## src/rtl/cpu_defs_pkg.sv

```systemverilog
// Shared CPU definitions: opcode encodings, control-unit states,
// instruction classes and the control-strobe bundle.
package cpu_defs;

  typedef enum logic [4:0] {
    OP_LD   = 5'd0,
    OP_LDI  = 5'd1,
    OP_ST   = 5'd2,
    OP_ADD  = 5'd3,
    OP_SUB  = 5'd4,
    OP_AND  = 5'd9,
    OP_OR   = 5'd10,
    OP_ADDI = 5'd11,
    OP_ANDI = 5'd12,
    OP_ORI  = 5'd13,
    OP_BR   = 5'd18,
    OP_JR   = 5'd19,
    OP_IN   = 5'd21,
    OP_OUT  = 5'd22,
    OP_MFHI = 5'd23,
    OP_MFLO = 5'd24,
    OP_NOP  = 5'd25,
    OP_HALT = 5'd26
  } opcode_e;

  typedef enum logic [3:0] {
    S_RESET, S_T0, S_T1, S_T2, S_T3,
    S_T4, S_T5, S_T6, S_T7, S_HALT
  } state_e;

  typedef enum logic [3:0] {
    C_NONE, C_LD, C_LDI, C_ST, C_ALU,
    C_IMM, C_BR, C_JR, C_MFHI, C_MFLO,
    C_IN, C_OUT, C_HALT
  } cls_e;

  typedef struct packed {
    logic pcout;
    logic pcin;
    logic incpc;
    logic marin;
    logic mdrin;
    logic mdrout;
    logic read;
    logic ramin;
    logic irin;
    logic yin;
    logic zlowin;
    logic zlowout;
    logic cout;
    logic gra;
    logic grb;
    logic grc;
    logic rin;
    logic rout;
    logic baout;
    logic conin;
    logic hiout;
    logic loout;
    logic inportout;
    logic outportin;
    logic run;
  } ctrl_t;

  // Final execute state of each instruction class.
  function automatic state_e last_state(cls_e c);
    state_e s;
    unique case (c)
      C_LD, C_ST:           s = S_T7;
      C_BR:                 s = S_T6;
      C_LDI, C_ALU, C_IMM:  s = S_T5;
      C_JR, C_MFHI, C_MFLO,
      C_IN, C_OUT:          s = S_T3;
      default:              s = S_T2;
    endcase
    return s;
  endfunction

endpackage

```

## src/rtl/op_decode.sv

```systemverilog
// Opcode to instruction-class decode selecting the T3 path.
// Ports: i_opcode (IR[31:27]) in, o_cls instruction class out.
module op_decode
  import cpu_defs::*;
(
  input  logic [4:0] i_opcode,
  output cls_e       o_cls
);

  always_comb begin
    o_cls = C_NONE;
    case (i_opcode)
      OP_LD:   o_cls = C_LD;
      OP_LDI:  o_cls = C_LDI;
      OP_ST:   o_cls = C_ST;
      OP_ADD,
      OP_SUB,
      OP_AND,
      OP_OR:   o_cls = C_ALU;
      OP_ADDI,
      OP_ANDI,
      OP_ORI:  o_cls = C_IMM;
      OP_BR:   o_cls = C_BR;
      OP_JR:   o_cls = C_JR;
      OP_IN:   o_cls = C_IN;
      OP_OUT:  o_cls = C_OUT;
      OP_MFHI: o_cls = C_MFHI;
      OP_MFLO: o_cls = C_MFLO;
      OP_HALT: o_cls = C_HALT;
      default: o_cls = C_NONE;
    endcase
  end

endmodule

```

## src/rtl/control_sequencer.sv

```systemverilog
// Moore control sequencer: fetch T0..T2, per-class T3..T7, HALT.
// Ports: i_clock, i_clear (async low), i_opcode, i_con_ff, i_stop
// in; o_* register/memory/bus strobes and o_run out.
module control_sequencer
  import cpu_defs::*;
(
  input  logic       i_clock,
  input  logic       i_clear,
  input  logic [4:0] i_opcode,
  input  logic       i_con_ff,
  input  logic       i_stop,
  output logic       o_pcout,
  output logic       o_pcin,
  output logic       o_incpc,
  output logic       o_marin,
  output logic       o_mdrin,
  output logic       o_mdrout,
  output logic       o_read,
  output logic       o_ramin,
  output logic       o_irin,
  output logic       o_yin,
  output logic       o_zlowin,
  output logic       o_zlowout,
  output logic       o_cout,
  output logic       o_gra,
  output logic       o_grb,
  output logic       o_grc,
  output logic       o_rin,
  output logic       o_rout,
  output logic       o_baout,
  output logic       o_conin,
  output logic       o_hiout,
  output logic       o_loout,
  output logic       o_inportout,
  output logic       o_outportin,
  output logic       o_run
);

  state_e r_state;
  state_e w_next;
  cls_e   r_cls;
  cls_e   w_cls;
  cls_e   w_cur;
  ctrl_t  w_c;

  op_decode u_dec (
    .i_opcode (i_opcode),
    .o_cls    (w_cls)
  );

  // The class is captured at T2 exit, so later opcode changes are ignored.
  assign w_cur = (r_state == S_T2) ? w_cls : r_cls;

  always_ff @(posedge i_clock or negedge i_clear) begin
    if (!i_clear) begin
      r_state <= S_RESET;
      r_cls   <= C_NONE;
    end else begin
      r_state <= w_next;
      if (r_state == S_T2) r_cls <= w_cls;
    end
  end

  always_comb begin
    w_next = r_state;
    unique case (r_state)
      S_RESET: w_next = S_T0;
      S_HALT:  w_next = S_HALT;
      default: begin
        if (r_state == S_T2 && w_cls == C_HALT)
          w_next = S_HALT;
        else if (r_state == last_state(w_cur))
          w_next = i_stop ? S_HALT : S_T0;
        else
          w_next = state_e'(r_state + 4'd1);
      end
    endcase
  end

  always_comb begin
    w_c = '0;
    w_c.run = (r_state != S_RESET) && (r_state != S_HALT);
    unique case (r_state)
      S_T0: begin
        w_c.pcout = 1'b1; w_c.marin = 1'b1;
        w_c.incpc = 1'b1; w_c.zlowin = 1'b1;
      end
      S_T1: begin
        w_c.zlowout = 1'b1; w_c.pcin = 1'b1;
        w_c.read = 1'b1; w_c.mdrin = 1'b1;
      end
      S_T2: begin
        w_c.mdrout = 1'b1; w_c.irin = 1'b1;
      end
      S_T3: begin
        case (r_cls)
          C_LD, C_LDI, C_ST: begin
            w_c.grb = 1'b1; w_c.baout = 1'b1; w_c.yin = 1'b1;
          end
          C_ALU, C_IMM: begin
            w_c.grb = 1'b1; w_c.rout = 1'b1; w_c.yin = 1'b1;
          end
          C_BR: begin
            w_c.gra = 1'b1; w_c.rout = 1'b1; w_c.conin = 1'b1;
          end
          C_JR: begin
            w_c.gra = 1'b1; w_c.rout = 1'b1; w_c.pcin = 1'b1;
          end
          C_MFHI: begin
            w_c.gra = 1'b1; w_c.rin = 1'b1; w_c.hiout = 1'b1;
          end
          C_MFLO: begin
            w_c.gra = 1'b1; w_c.rin = 1'b1; w_c.loout = 1'b1;
          end
          C_IN: begin
            w_c.gra = 1'b1; w_c.rin = 1'b1; w_c.inportout = 1'b1;
          end
          C_OUT: begin
            w_c.gra = 1'b1; w_c.rout = 1'b1; w_c.outportin = 1'b1;
          end
          default: ;
        endcase
      end
      S_T4: begin
        case (r_cls)
          C_LD, C_LDI, C_ST, C_IMM: begin
            w_c.cout = 1'b1; w_c.zlowin = 1'b1;
          end
          C_ALU: begin
            w_c.grc = 1'b1; w_c.rout = 1'b1; w_c.zlowin = 1'b1;
          end
          C_BR: begin
            w_c.pcout = 1'b1; w_c.yin = 1'b1;
          end
          default: ;
        endcase
      end
      S_T5: begin
        case (r_cls)
          C_LD, C_ST: begin
            w_c.zlowout = 1'b1; w_c.marin = 1'b1;
          end
          C_LDI, C_ALU, C_IMM: begin
            w_c.zlowout = 1'b1; w_c.gra = 1'b1; w_c.rin = 1'b1;
          end
          C_BR: begin
            w_c.cout = 1'b1; w_c.zlowin = 1'b1;
          end
          default: ;
        endcase
      end
      S_T6: begin
        case (r_cls)
          C_LD: begin
            w_c.read = 1'b1; w_c.mdrin = 1'b1;
          end
          C_ST: begin
            w_c.gra = 1'b1; w_c.rout = 1'b1; w_c.mdrin = 1'b1;
          end
          // Branch target is loaded only when the condition holds.
          C_BR: begin
            w_c.zlowout = i_con_ff; w_c.pcin = i_con_ff;
          end
          default: ;
        endcase
      end
      S_T7: begin
        case (r_cls)
          C_LD: begin
            w_c.mdrout = 1'b1; w_c.gra = 1'b1; w_c.rin = 1'b1;
          end
          C_ST: w_c.ramin = 1'b1;
          default: ;
        endcase
      end
      default: ;
    endcase
  end

  assign o_pcout     = w_c.pcout;
  assign o_pcin      = w_c.pcin;
  assign o_incpc     = w_c.incpc;
  assign o_marin     = w_c.marin;
  assign o_mdrin     = w_c.mdrin;
  assign o_mdrout    = w_c.mdrout;
  assign o_read      = w_c.read;
  assign o_ramin     = w_c.ramin;
  assign o_irin      = w_c.irin;
  assign o_yin       = w_c.yin;
  assign o_zlowin    = w_c.zlowin;
  assign o_zlowout   = w_c.zlowout;
  assign o_cout      = w_c.cout;
  assign o_gra       = w_c.gra;
  assign o_grb       = w_c.grb;
  assign o_grc       = w_c.grc;
  assign o_rin       = w_c.rin;
  assign o_rout      = w_c.rout;
  assign o_baout     = w_c.baout;
  assign o_conin     = w_c.conin;
  assign o_hiout     = w_c.hiout;
  assign o_loout     = w_c.loout;
  assign o_inportout = w_c.inportout;
  assign o_outportin = w_c.outportin;
  assign o_run       = w_c.run;

endmodule

```

## config.mk

```make
export PLATFORM = sky130hd
export DESIGN_NAME = control_sequencer
export DESIGN_NICKNAME = d
export VERILOG_FILES = /design/src/rtl/cpu_defs_pkg.sv /design/src/rtl/op_decode.sv /design/src/rtl/control_sequencer.sv
export SDC_FILE = /design/constraint.sdc
export NUM_CORES = 1
export LEC_CHECK = 0
export ABC_AREA = 1
export CAP_MARGIN = 20
export CORE_AREA = 2 2 56 58
export DETAILED_ROUTE_END_ITERATION = 8
export DIE_AREA = 0 0 58 60
export PLACE_DENSITY = 0.75
export SKIP_CTS_REPAIR_TIMING = 1
export SYNTH_ARGS = -nofsm -noshare
export SYNTH_HDL_FRONTEND = slang
export SYNTH_SLANG_ARGS = --single-unit
export TNS_END_PERCENT = 10
```

## constraint.sdc

```tcl
create_clock -name i_clock -period 1.8 [get_ports i_clock]
set_input_delay 0.36 -clock i_clock [delete_from_list [all_inputs] [get_ports i_clock]]
set_output_delay 0.36 -clock i_clock [all_outputs]
set_load 0.03 [all_outputs]
```

-- After elaboration in Yosys (flattened, before gate mapping)
Memory sizes are Yosys's and may differ from the RTL's.
Cells that the tools add are included.
Widths: inputs -> output; s select.
- input port bits: 9
- memories kept: 2
- ROM bits: 192
- register bits: 8
- output and inout port bits: 25
- logic and storage cells: 85
- memory list (name ; depth ; bits a word ; read ports ; clocked after Yosys merged registers in ; write ports ; RTL line ; text):
    (name not given) ; 32 ; 4 ; 1 ; 0 ; 0 ; op_decode.sv:12 ; case (i_opcode)
    (name not given) ; 16 ; 4 ; 1 ; 0 ; 0 ; cpu_defs_pkg.sv:68 ; unique case (c)
- muxes and demuxes: 44
- reductions and logical operators: 13
- equal/unequal tests: 23
- add/subtract/negate cells: 1
- operators by type and width (kind ; count):
    $eq 4x3->1 const B ; 8
    $eq 4x4->1 const B ; 7
    $mux 4 ; 6
    $mux 1 ; 23
    $eq 4x2->1 const B ; 4
    $pmux 1 s3 ; 5
    $pmux 1 s2 ; 7
    $reduce_or 5->1 ; 2
    $reduce_or 3->1 ; 3
    $eq 4x1->1 const B ; 2
    $pmux 4 s2 ; 1
    $mux 6 ; 1
    $reduce_or 6->1 ; 1
    $add 4x1->4 const B ; 1
    $eq 4x4->1 ; 1
    $logic_not 4->1 ; 1
    $ne 4x4->1 const B ; 1
    $pmux 1 s4 ; 1
    $reduce_bool 4->1 ; 1
    $reduce_or 2->1 ; 2
    $reduce_or 4->1 ; 1
    $logic_and 1x1->1 ; 2

-- Longest topological paths before layout
An unclocked memory read counts as a cell.
- depth in word-level cells: 9
- depth in mapped cells: 21
- depth with buffers taken out: 21

-- By module
From an unflattened synthesis, not the netlist that was laid out.
- cell total of the unflattened synthesis: 205
- area total of the unflattened synthesis: 1191.1 um^2
- by module, submodules not included (module ; cells an instance ; area an instance (um^2) ; sequential area each (um^2) ; times used):
    control_sequencer ; 166 ; 983.4 ; 200.2 ; 1
    op_decode ; 39 ; 207.7 ; 0.0 ; 1

-- Least setup slack after synthesis
OpenSTA, ideal clock, no wires.
- path type: register -> output
- start point: register r_state[2]
- end point: output o_rout
- data arrival time: 2.293 ns
- data required time: 1.440 ns
- slack: -0.853 ns
- buffers on the path: 0
- stages on the path, launching flop included: 9
- cells stage by stage: dfrtp_1 > inv_1 > nor2_1 > inv_1 > nor2_1 > inv_1 > nor4_1 > nor3_1 > nand2_1
- longest elaborated chain between the ends: 2
- elaborated cells on any way between the ends: 4
- classes of those cells: eq/ne: 3; mux: 1
- RTL lines (what ; RTL line ; text):
    from (decl) ; control_sequencer.sv:39 ; state_e r_state;
    from (signal assigned) ; control_sequencer.sv:59 ; r_state <= w_next;
    $eq 4x3->1 ; control_sequencer.sv:83 ; unique case (r_state)
    $pmux 1 s3 * ; control_sequencer.sv:83 ;
    to (decl) ; control_sequencer.sv:29 ; output logic o_rout,
Mark *: on every way between the ends. The rest lies on a longest branch, timed or not.

-- Final worst setup path
- start point: register r_state[0]
- end point: output o_grc
- longest elaborated chain between the ends: 2
- RTL lines (what ; RTL line ; text):
    $eq 4x3->1 ; control_sequencer.sv:83 ;
    $mux 1 ; control_sequencer.sv:83 ;
    to (decl) ; control_sequencer.sv:27 ; output logic o_grc,
Every way passes these cells.

==> metrics.md <==
| Metric | Value |
|---|---|
| Int Pwr | 1.52 mW |
| H-Tree Depth | 1 |
| RSZ-0062 raised after global routing | yes |
| Largest delay contributor family on the critical path | buffers and inverters |
| Die Area | 3480 um^2 |
| Setup crit end kind | output port |
| Reg-to-reg startpoint | r_state[1] |
| Placed inst area | 1820 um^2 |
| Die width | 58 um |
| Remaining Overflow, GRT | 0 |
| Proportion of layout cells with a drive suffix above 1 | 48.6% |
| Sequential fraction of design power | 11.7% |
| Largest net degree at the start of global routing | 9 |
| Synthesized area | 1220 um^2 |
| Hold/Removal Path Class | in -> async |
| Sw Pwr | 1.91 mW |
| Crit Path Category | reg -> out |
| Clock Skew | 6.00 ps |
| Worst hold slack | 388 ps |
| First-pass GRT wire length | 5660 um |
| Number of synthesis warnings | 0 |
| Area contributors post-synth | nand2_1, dfrtp_1, inv_1 |
| Buf/Inv on CP | 5 |
| # fillers | 232 |
| Clk buf depth | 2 |
| R2R Path End | r_state[3] |
| Worst setup startpoint | r_state[0] |
| # rows | 20 |
| Core area | 2900 um^2 |
| Crit-path max cell delay | 430 ps |
| Routed WL | 4050 um |
| Vias in the first global route | 1441 |
| Util after Layout | 74.3% |
| Slew headroom | 73.9% |
| GRT Util Overall | 20.6% |
| Reg2Reg Depth | 15 |
| MaxCap Viol Count | 0 |
| WP data arrival | 1740 ps |
| Buffers on Ports | 33 |
| Register area share after synthesis | 16.4% |
| Final ANT Viol Nets | 0 |
| Post-synth EDFFs | 0 |
| DRT iter0 DRCs | 77 |
| Crit start category | flop |
| Place WS | -752 ps |
| Initial Utilization | 41.9% |
| Via Count | 1659 |
| Top post-synthesis cells by count | nand2_1, inv_1, nor2_1 |
| Clock-pin slew on the worst setup and hold paths | 60 ps |
| Leak pwr | 1.14 nW |
| ANT cells | 0 |
| Final setup vio count | 27 |
| Syn avg cell area | 5.69 um^2 |
| Post-layout net count | 311 |
| VDD IR max | 1.31 mV |
| Top Ports | 34 |
| Tmin final | 2100 ps |
| Cell taking the most area after synthesis | nand2_1 |
| Clock share of power | 4.5% |
| Worst-Margin Slew | 390 ps |
| Wire per inst | 12.5 um |
| Cell Pwr Density | 1590 nW/um^2 |
| Footprint of the multi-input gates | 1090 um^2 |
| DR DRC count | 0 |
| Post-route cell area | 2160 um^2 |
| CTS tree | built |
| Synth async-reset ratio | 100% |
| Post-synth net total | 232 |
| Root buffer cell | clkbuf_4 |
| Top FF cell, synth | dfrtp_1 |
| P&R area growth vs syn | 77.2% |
| Critical-path top delay cell | dfrtp_2 |
| Placer Congestion | 0.933 |
| Worst setup margin | -298 ps |
| FF-to-FF setup slack | -260 ps |
| Gate Count Post-Synth | 214 |
| Comb pwr share | 83.8% |
| Switching Share | 55.7% |
| Crit-path max FO | 4 |
| Final count of pins violating max slew | 0 |
| TritonCTS Buffers | 3 |
| Clock latency on the worst-skew pair | 260 ps |
| Period utilization | 117% |
| Synth cell types | 26 |
| CP required | 1440 ps |
| Die span in y | 60 um |
| Final non-filler cell total | 325 |
| Highest clock rate | 0.477 GHz |
| CTS sink count | 8 |
| Cells along the critical path | buf_6, ha_4, inv_2, nor2_4, inv_2, nor4_4, buf_4, buf_6 |
| Hold Vio Cnt, Final | 0 |
| Pre-Repair DR Iteration Count | 7 |
| Register bit count reported by yosys | 8 |
| Count leader, synth | nand2_1 |
| Hpwl dp | 2980 um |
| Failing checks | setup timing |
| FF/Latch Area | 205 um^2 |
| Status | complete, but fails checks |
| Post-synth top area share | 20.0% |
| Placed Instances | 313 |
| Initial antenna violation count | 0 |
| Vias/cell | 5.10 |
-- placed cells by master (no fill, tap or decap), types with 5 or more instances in the layout --
master          count
buf_4              55
nor2_2              9
nand2_1            55
o21ai_0             5
nor2_4              8
nand3_1            21
dlymetal6s2s_1      5
buf_6              12
inv_1              24
inv_2              13
nand2_2            14
nor2_1             15
-- worst register-to-register path: cells and delay by family, from the launching register on --
family	cells	cell delay (ps)
compound gates	1	170
simple gates	13	1150
flops	1	460
fa+ha+maj	1	190
-- cells by family (layout without fill, tap and decap cells) --
group | Yosys count | after routing | synth area share (%)
AND/OR/NAND/NOR | 139 | 139 | 51.5
buffers and inverters | 40 | 118 | 12.7
AO/OA/AOI/OAI | 16 | 16 | 8.63
adder cells (fa/ha/maj) | 9 | 9 | 9.25
flip-flops | 8 | 8 | 16.4
XOR/XNOR | 2 | 2 | 1.44
-- worst max path at each step --
stage	end	slack (ps)	depth (start not counted)
2_1_floorplan	o_marin	-210	6
3_3_place_gp	r_state[3]	-710	19
3_5_place_dp	r_state[3]	-750	19
4_1_cts	r_state[3]	-490	19
5_1_grt	r_state[3]	-400	16
6_report	o_grc	-300	8
-- power groups by stage --
stage          Combinational, mW  Clock [mW]  Sequential, mW
3_3_place_gp                2.36           0           0.370
4_1_cts                     2.40       0.157           0.368
2_1_floorplan               1.54           0           0.372
3_5_place_dp                2.39           0           0.371
5_1_grt                     3.12       0.167           0.412
6_report                    2.87       0.153           0.402
-- flip-flops by register name (all words and copies together) (netlist names) --
name and count:
r_state 4, r_cls 4
-- layer usage --
| layer | part of all wire (%) | up-vias | global-route usage (%) |
|---|---|---|---|
| met5 | 0 | - | 0 |
| met4 | 2.9 | 0 | 7.97 |
| met3 | 5.5 | 12 | 3.25 |
| met2 | 52 | 71 | 37.5 |
| met1 | 39 | 745 | 24.2 |
| li1 | - | 831 | - |
-- area by class of cell --
class,count,area share (%)
multi-input combinational,166,50.4
inverter,39,7.25
sequential,8,9.51
timing repair buffer,75,29.7
clock buffer,4,1.22
tap,33,1.91
-- through the flow --
stage	TNS [ps]	power, mW
after floorplan	-1970	1.91
after global placement	-3460	2.73
after detailed placement	-3770	2.76
after CTS	-8350	2.92
after global routing	-7200	3.70
final	-4480	3.43
(Power assumes the default switching activity.)
